--- src/rtl/ball_motion_engine.sv ---
// Pong ball kinematics: fixed-point position, LFSR-directed serve, wall/paddle reflection, speed-up and scoring.
// Latency: position, moving and event pulses update on the clk edge where tick=1; a serve moves to MOVE on the next edge.
// Backpressure: none; tick is a free-running frame strobe and serve is honoured only while idle.
//
// Ports:
//   clk, reset        clock, synchronous active-high reset
//   tick              one-cycle frame-step enable
//   serve             start request (IDLE only)
//   lpad_y, rpad_y    paddle top rows, sampled on the tick edge
//   ball_x, ball_y    integer part of the ball's top-left corner
//   moving            high while the ball is in play
//   wall_hit, paddle_hit, score_l, score_r   one-cycle event pulses
module ball_motion_engine #(
    parameter int FIELD_W    = 64,
    parameter int FIELD_H    = 64,
    parameter int BALL_SIZE  = 2,
    parameter int PADDLE_H   = 12,
    parameter int LPAD_X     = 2,
    parameter int RPAD_X     = 60,
    parameter int FRAC       = 4,
    parameter int SPEED0     = 16,
    parameter int SPEED_INC  = 2,
    parameter int SPEED_MAX  = 48,
    parameter int HOLD_TICKS = 8
) (
    input  logic                       clk,
    input  logic                       reset,
    input  logic                       tick,
    input  logic                       serve,
    input  logic [$clog2(FIELD_H)-1:0] lpad_y,
    input  logic [$clog2(FIELD_H)-1:0] rpad_y,
    output logic [$clog2(FIELD_W)-1:0] ball_x,
    output logic [$clog2(FIELD_H)-1:0] ball_y,
    output logic                       moving,
    output logic                       wall_hit,
    output logic                       paddle_hit,
    output logic                       score_l,
    output logic                       score_r
);
    localparam int XW = $clog2(FIELD_W);
    localparam int YW = $clog2(FIELD_H);
    localparam int IW = (XW > YW) ? XW : YW;
    // Two guard bits: one for sign, one so an overshoot past the field edge cannot wrap.
    localparam int PW = IW + FRAC + 2;
    localparam int HW = $clog2(HOLD_TICKS + 1);

    typedef logic signed [PW-1:0] fx_t;

    // Constants suffixed _FX are in fixed point; the others are whole pixels.
    localparam fx_t CX_FX     = fx_t'(((FIELD_W - BALL_SIZE) / 2) << FRAC);
    localparam fx_t CY_FX     = fx_t'(((FIELD_H - BALL_SIZE) / 2) << FRAC);
    localparam fx_t RFACE     = fx_t'(RPAD_X - BALL_SIZE);
    localparam fx_t RFACE_FX  = fx_t'((RPAD_X - BALL_SIZE) << FRAC);
    localparam fx_t LFACE     = fx_t'(LPAD_X);
    localparam fx_t LFACE_FX  = fx_t'(LPAD_X << FRAC);
    localparam fx_t XLIM      = fx_t'(FIELD_W - BALL_SIZE);
    localparam fx_t YLIM      = fx_t'(FIELD_H - BALL_SIZE);
    localparam fx_t YLIM_FX   = fx_t'((FIELD_H - BALL_SIZE) << FRAC);
    localparam fx_t PAD_SPAN  = fx_t'(PADDLE_H - 1);
    localparam fx_t BALL_SPAN = fx_t'(BALL_SIZE - 1);
    localparam fx_t SPD0      = fx_t'(SPEED0);
    localparam fx_t SINC      = fx_t'(SPEED_INC);
    localparam fx_t SMAX      = fx_t'(SPEED_MAX);
    localparam logic [HW-1:0] HOLD_LAST = HW'(HOLD_TICKS - 1);

    typedef enum logic [1:0] {S_IDLE, S_MOVE, S_SCORED} state_t;

    state_t        state;
    fx_t           px, py, vx, vy;
    logic [7:0]    lfsr;
    logic [HW-1:0] hold_cnt;

    fx_t  nx, ny, nx_i, ny_i, px_i;
    fx_t  vx_mag, vy_mag, vx_bump, vy_srv, lpad_s, rpad_s;
    logic r_hit, r_exit, l_hit, l_exit;

    always_comb begin
        nx      = px + vx;
        ny      = py + vy;
        nx_i    = nx >>> FRAC;
        ny_i    = ny >>> FRAC;
        px_i    = px >>> FRAC;
        vx_mag  = vx[PW-1] ? -vx : vx;
        vy_mag  = vy[PW-1] ? -vy : vy;
        vx_bump = (vx_mag + SINC > SMAX) ? SMAX : vx_mag + SINC;
        vy_srv  = fx_t'(8) + fx_t'({lfsr[2:1], 2'b00});
        lpad_s  = fx_t'(lpad_y);
        rpad_s  = fx_t'(rpad_y);
        // A paddle only catches a ball that starts this step at or before its face
        // and whose rows at the new position overlap the paddle rows.
        r_hit   = !vx[PW-1] && (nx_i >= RFACE) && (px_i <= RFACE)
                  && (ny_i <= rpad_s + PAD_SPAN) && (ny_i + BALL_SPAN >= rpad_s);
        r_exit  = !vx[PW-1] && !r_hit && (nx_i > XLIM);
        l_hit   = vx[PW-1] && (nx_i <= LFACE) && (px_i >= LFACE)
                  && (ny_i <= lpad_s + PAD_SPAN) && (ny_i + BALL_SPAN >= lpad_s);
        l_exit  = vx[PW-1] && !l_hit && nx[PW-1];
    end

    always_ff @(posedge clk) begin
        if (reset) begin
            state      <= S_IDLE;
            px         <= CX_FX;
            py         <= CY_FX;
            vx         <= '0;
            vy         <= '0;
            lfsr       <= 8'hA5;
            hold_cnt   <= '0;
            wall_hit   <= 1'b0;
            paddle_hit <= 1'b0;
            score_l    <= 1'b0;
            score_r    <= 1'b0;
        end else begin
            // x^8+x^6+x^5+x^4+1, free-running so serve direction depends on serve timing.
            lfsr       <= {lfsr[6:0], lfsr[7] ^ lfsr[5] ^ lfsr[4] ^ lfsr[3]};
            wall_hit   <= 1'b0;
            paddle_hit <= 1'b0;
            score_l    <= 1'b0;
            score_r    <= 1'b0;
            case (state)
                S_IDLE: begin
                    if (serve) begin
                        vx    <= lfsr[0] ? SPD0 : -SPD0;
                        vy    <= lfsr[3] ? -vy_srv : vy_srv;
                        state <= S_MOVE;
                    end
                end
                S_MOVE: begin
                    if (tick) begin
                        if (r_exit || l_exit) begin
                            // Scoring wins: position frozen and no wall pulse.
                            score_l  <= r_exit;
                            score_r  <= l_exit;
                            hold_cnt <= '0;
                            state    <= S_SCORED;
                        end else begin
                            if (r_hit) begin
                                px         <= RFACE_FX;
                                vx         <= -vx_bump;
                                paddle_hit <= 1'b1;
                            end else if (l_hit) begin
                                px         <= LFACE_FX;
                                vx         <= vx_bump;
                                paddle_hit <= 1'b1;
                            end else begin
                                px <= nx;
                            end
                            if (ny[PW-1]) begin
                                py       <= '0;
                                vy       <= vy_mag;
                                wall_hit <= 1'b1;
                            end else if (ny_i > YLIM) begin
                                py       <= YLIM_FX;
                                vy       <= -vy_mag;
                                wall_hit <= 1'b1;
                            end else begin
                                py <= ny;
                            end
                        end
                    end
                end
                S_SCORED: begin
                    if (tick) begin
                        if (hold_cnt == HOLD_LAST) begin
                            hold_cnt <= '0;
                            px       <= CX_FX;
                            py       <= CY_FX;
                            vx       <= '0;
                            vy       <= '0;
                            state    <= S_IDLE;
                        end else begin
                            hold_cnt <= hold_cnt + 1'b1;
                        end
                    end
                end
                default: state <= S_IDLE;
            endcase
        end
    end

    assign ball_x = px[FRAC +: XW];
    assign ball_y = py[FRAC +: YW];
    assign moving = (state == S_MOVE);

endmodule

--- config.mk ---
export PLATFORM = sky130hd
export DESIGN_NAME = ball_motion_engine
export DESIGN_NICKNAME = d
export VERILOG_FILES = /design/src/rtl/ball_motion_engine.sv
export SDC_FILE = /design/constraint.sdc
export NUM_CORES = 1
export LEC_CHECK = 0
export ABC_CLOCK_PERIOD_IN_PS = 5680
export CORE_AREA = 2 2 109 111
export DETAILED_ROUTE_END_ITERATION = 7
export DIE_AREA = 0 0 111 113
export PLACE_DENSITY = 0.79
export SLEW_MARGIN = 20
export SYNTH_ARGS = -nofsm -noshare
export SYNTH_HDL_FRONTEND = slang
export SYNTH_SLANG_ARGS = --single-unit
export TNS_END_PERCENT = 10
--- constraint.sdc ---
create_clock -name clk -period 5.68 [get_ports clk]
set_input_delay 1.136 -clock clk [delete_from_list [all_inputs] [get_ports clk]]
set_output_delay 1.136 -clock clk [all_outputs]
set_load 0.01 [all_outputs]
==> out/qor.yml <==
routing:
  drt_iter0_markers: 811
  drt-wirelength-per-cell_um: 19.07
  routed-via-count: 7148
  drc_errors: 0
  postRouteAntennaNets: 0
  post_drt_via_cell_ratio: 6.814
  drt-pass1-iter-count: 5
  routed_wirelength_mm: 20.01
yosys:
  netlist_instances: 908
  yosys_warnings: 0
  synthArstFlopShare_pct: 0
  ys_types: 88
  synth_flop_cell: "dfxtp_1"
  synth_area_leader_cell: "dfxtp_1"
  synth.ff_latch_count: 65
  synth-seq-area-share_pct: 18.55
  synth_top_cells_by_area: "dfxtp_1 19%, ha_1 11%, a21oi_1 4.4%"
  mappedNetlistArea_um2: 7013
  synth_top_area_share_pct: 18.55
  avgSynthCellArea_um2: 7.724
  synth.net_count: 990
  synth_edf_count: 0
  synthMostInstantiatedCell: "dfxtp_1"
  synth_commonest_cells: "65 x dfxtp_1, 64 x ha_1, 63 x nor2_1, 62 x a21oi_1, 59 x nand2_1"
critical_path:
  setup.worst_path.class: "flip-flop to flip-flop"
  crit_fanout: 9
  r2r_start: "vy[0]$_SDFFE_PP0P_"
  worst-r2r-cell-count: 19
  timing.critical_path.to_type: "flip-flop"
  cp-start-kind: "flip-flop"
  worstSetupStartpoint: "vy[0]$_SDFFE_PP0P_"
  rr_endpoint: "py[9]$_SDFFE_PP0P_"
  worst-r2r-setup-slack_ns: 0.33
  crit_path_end: "py[9]$_SDFFE_PP0P_"
  arrival_ns: 5.61
  required_time_of_the_critical_path_ns: 5.94
layout:
  fin_nets: 983
  fin_util_pct: 67.51
  nFillCells: 966
  sequential_cell_area_um2: 1301
  num_antenna_cells: 0
  multi_input_area_um2: 5255
  drive_gt1_share_pct: 7.285
  syn2layout_area_growth_pct: 8.510
floorplanning:
  io-pin-count: 33
  die_h_um: 113
  core_area_um2: 11270
  design.die.area_um2: 12540
  chipWidth_um: 111
  initial_core_util_pct: 62.22
  rows: 39
clock_tree:
  cts.root.buffer_cell: "clkbuf_16"
  clk_transition_reported_paths_ns: 0.06
  clockBufferDepth: 2
  tritoncts: "done"
  htree_levels: 3
  cts_sinks: 65
  clock_latency_reported_for_the_late_side_of_the_worst_skew_pair_ns: 0.34
  ctsHoldBuffers: 0
  cts_inserted_buffers: 9
grt:
  first_pass_grt_wire_length_mm: 33.40
  global_route.overflow_total: 0
  first_global_vias: 6859
  grt_start_max_net_pins: 40
  grt_util_all_layers_pct: 31.80
  grt_antenna_before_repair: 0
hold_path:
  tightest_hold_check_type: "flip-flop to flip-flop"
  hold_path_startpoint: "lfsr[6]$_SDFF_PP0_"
timing:
  pins_over_their_slew_limit: 0
  finalClockSkew_ns: 0.009174
  report.final.setup_viol: 0
  slew_headroom_pct: 30.94
  layout_min_cycle_time_ns: 5.346
  fmax_mhz: 187.0
  totalNegativeSetupSlack_ns: 0
  hold_viol_final: 0
  rsz0062_at_grt: "no"
  finalCritPeriodShare_pct: 94.13
  timing.hold.ws_ns: 0.4297
  worstMarginPinSlew_ns: 1.026
status:
  outcome: "finished, final reports clean"
flow_run:
  max-cap-violations: 0
placement:
  port_buffers: 32
  dp_hpwl_mm: 15.16
  gp_congestion: 0.9293
[state kept, by name (all words and copies together) (netlist names)]
name,flops
px,12
vx,12
vy,12
py,11
lfsr,8
hold_cnt,4
state,2
paddle_hit,1
score_l,1
score_r,1
wall_hit,1
[placed cells by master, fill, tap and decap left out, types with 25 or more instances in the layout]
cell type,synthesis,layout
dfxtp_1,65,65
inv_1,47,47
nor3_1,34,34
nand2_1,59,59
nor2_1,63,63
clkdlybuf4s50_1,0,32
nand3_1,25,25
xnor2_1,27,27
o21ai_0,45,45
xor2_1,27,26
ha_1,64,64
a21oi_1,62,62
[critical path: stages, from the launching register on]
cell and delay [ns]:
dfxtp_1 0.48, ha_1 0.26, inv_1 0.07, fa_1 0.39
nor2b_1 0.28, o22ai_1 0.23, xor2_2 0.27, inv_1 0.14
ha_1 0.29, xor2_1 0.21, ha_1 0.35, o21a_1 0.11
nor2_1 0.04, o31ai_1 0.37, and4bb_2 0.35, o31ai_4 0.45
a211oi_4 0.13, buf_4 0.19, or4_1 0.50, a21oi_1 0.15
[per-layer routing]
metal  wire length, um  track usage, %  vias to the layer above
li1                  -               -                     3398
met1              8561           42.57                     3344
met2              9406           53.29                      352
met3              1599           4.660                       54
met4               443           9.917                        0
met5                 0               0                        -
[layout make-up]
cell class                      instances  area share (%)
Inverter                               49           2.417
Sequential cell                        65           17.10
Clock inverter                          7           1.019
Tap cell                              143           2.351
Timing Repair Buffer                   41           5.097
Clock buffer                            9           2.960
Multi-Input combinational cell        735           69.06
[repair_timing]
item | CTS | global route
hold endpoints to repair | 0 | 0
buffers inserted | 0 | 1
endpoints found under the setup margin | 0 | 18
gates resized for setup | 0 | 2
[worst min-delay path by stage]
stage	slack (ns)	cells after the start	to
2_1_floorplan	0.39	1	lfsr[7]$_SDFF_PP1_
3_3_place_gp	0.40	1	lfsr[7]$_SDFF_PP1_
3_5_place_dp	0.39	1	lfsr[7]$_SDFF_PP1_
4_1_cts	0.42	1	lfsr[7]$_SDFF_PP1_
5_1_grt	0.45	1	lfsr[7]$_SDFF_PP1_
6_report	0.43	1	lfsr[7]$_SDFF_PP1_
[logic make-up after synthesis]
kind of cell / Yosys count / synth area share (%)
flops: 65 / 18.55
simple gates: 300 / 22.55
mux: 16 / 2.337
fa+ha+maj: 66 / 11.99
buf+inv: 108 / 6.690
xor+xnor: 55 / 7.065
compound gates: 298 / 30.81
[metrics by stage]
stage,instances,worst slack [ns],area [um2]
5_1_grt,1049,0.02529,7610
6_report,1049,0.3336,7610
2_1_floorplan,908,1.062,7013
3_3_place_gp,1032,0.5899,7287
3_5_place_dp,1032,0.2698,7287
4_1_cts,1048,0.2717,7590
Power is left out: the tool's default activity adds up to more than one toggle a clock period on the data nets, which glitch-free logic cannot reach.
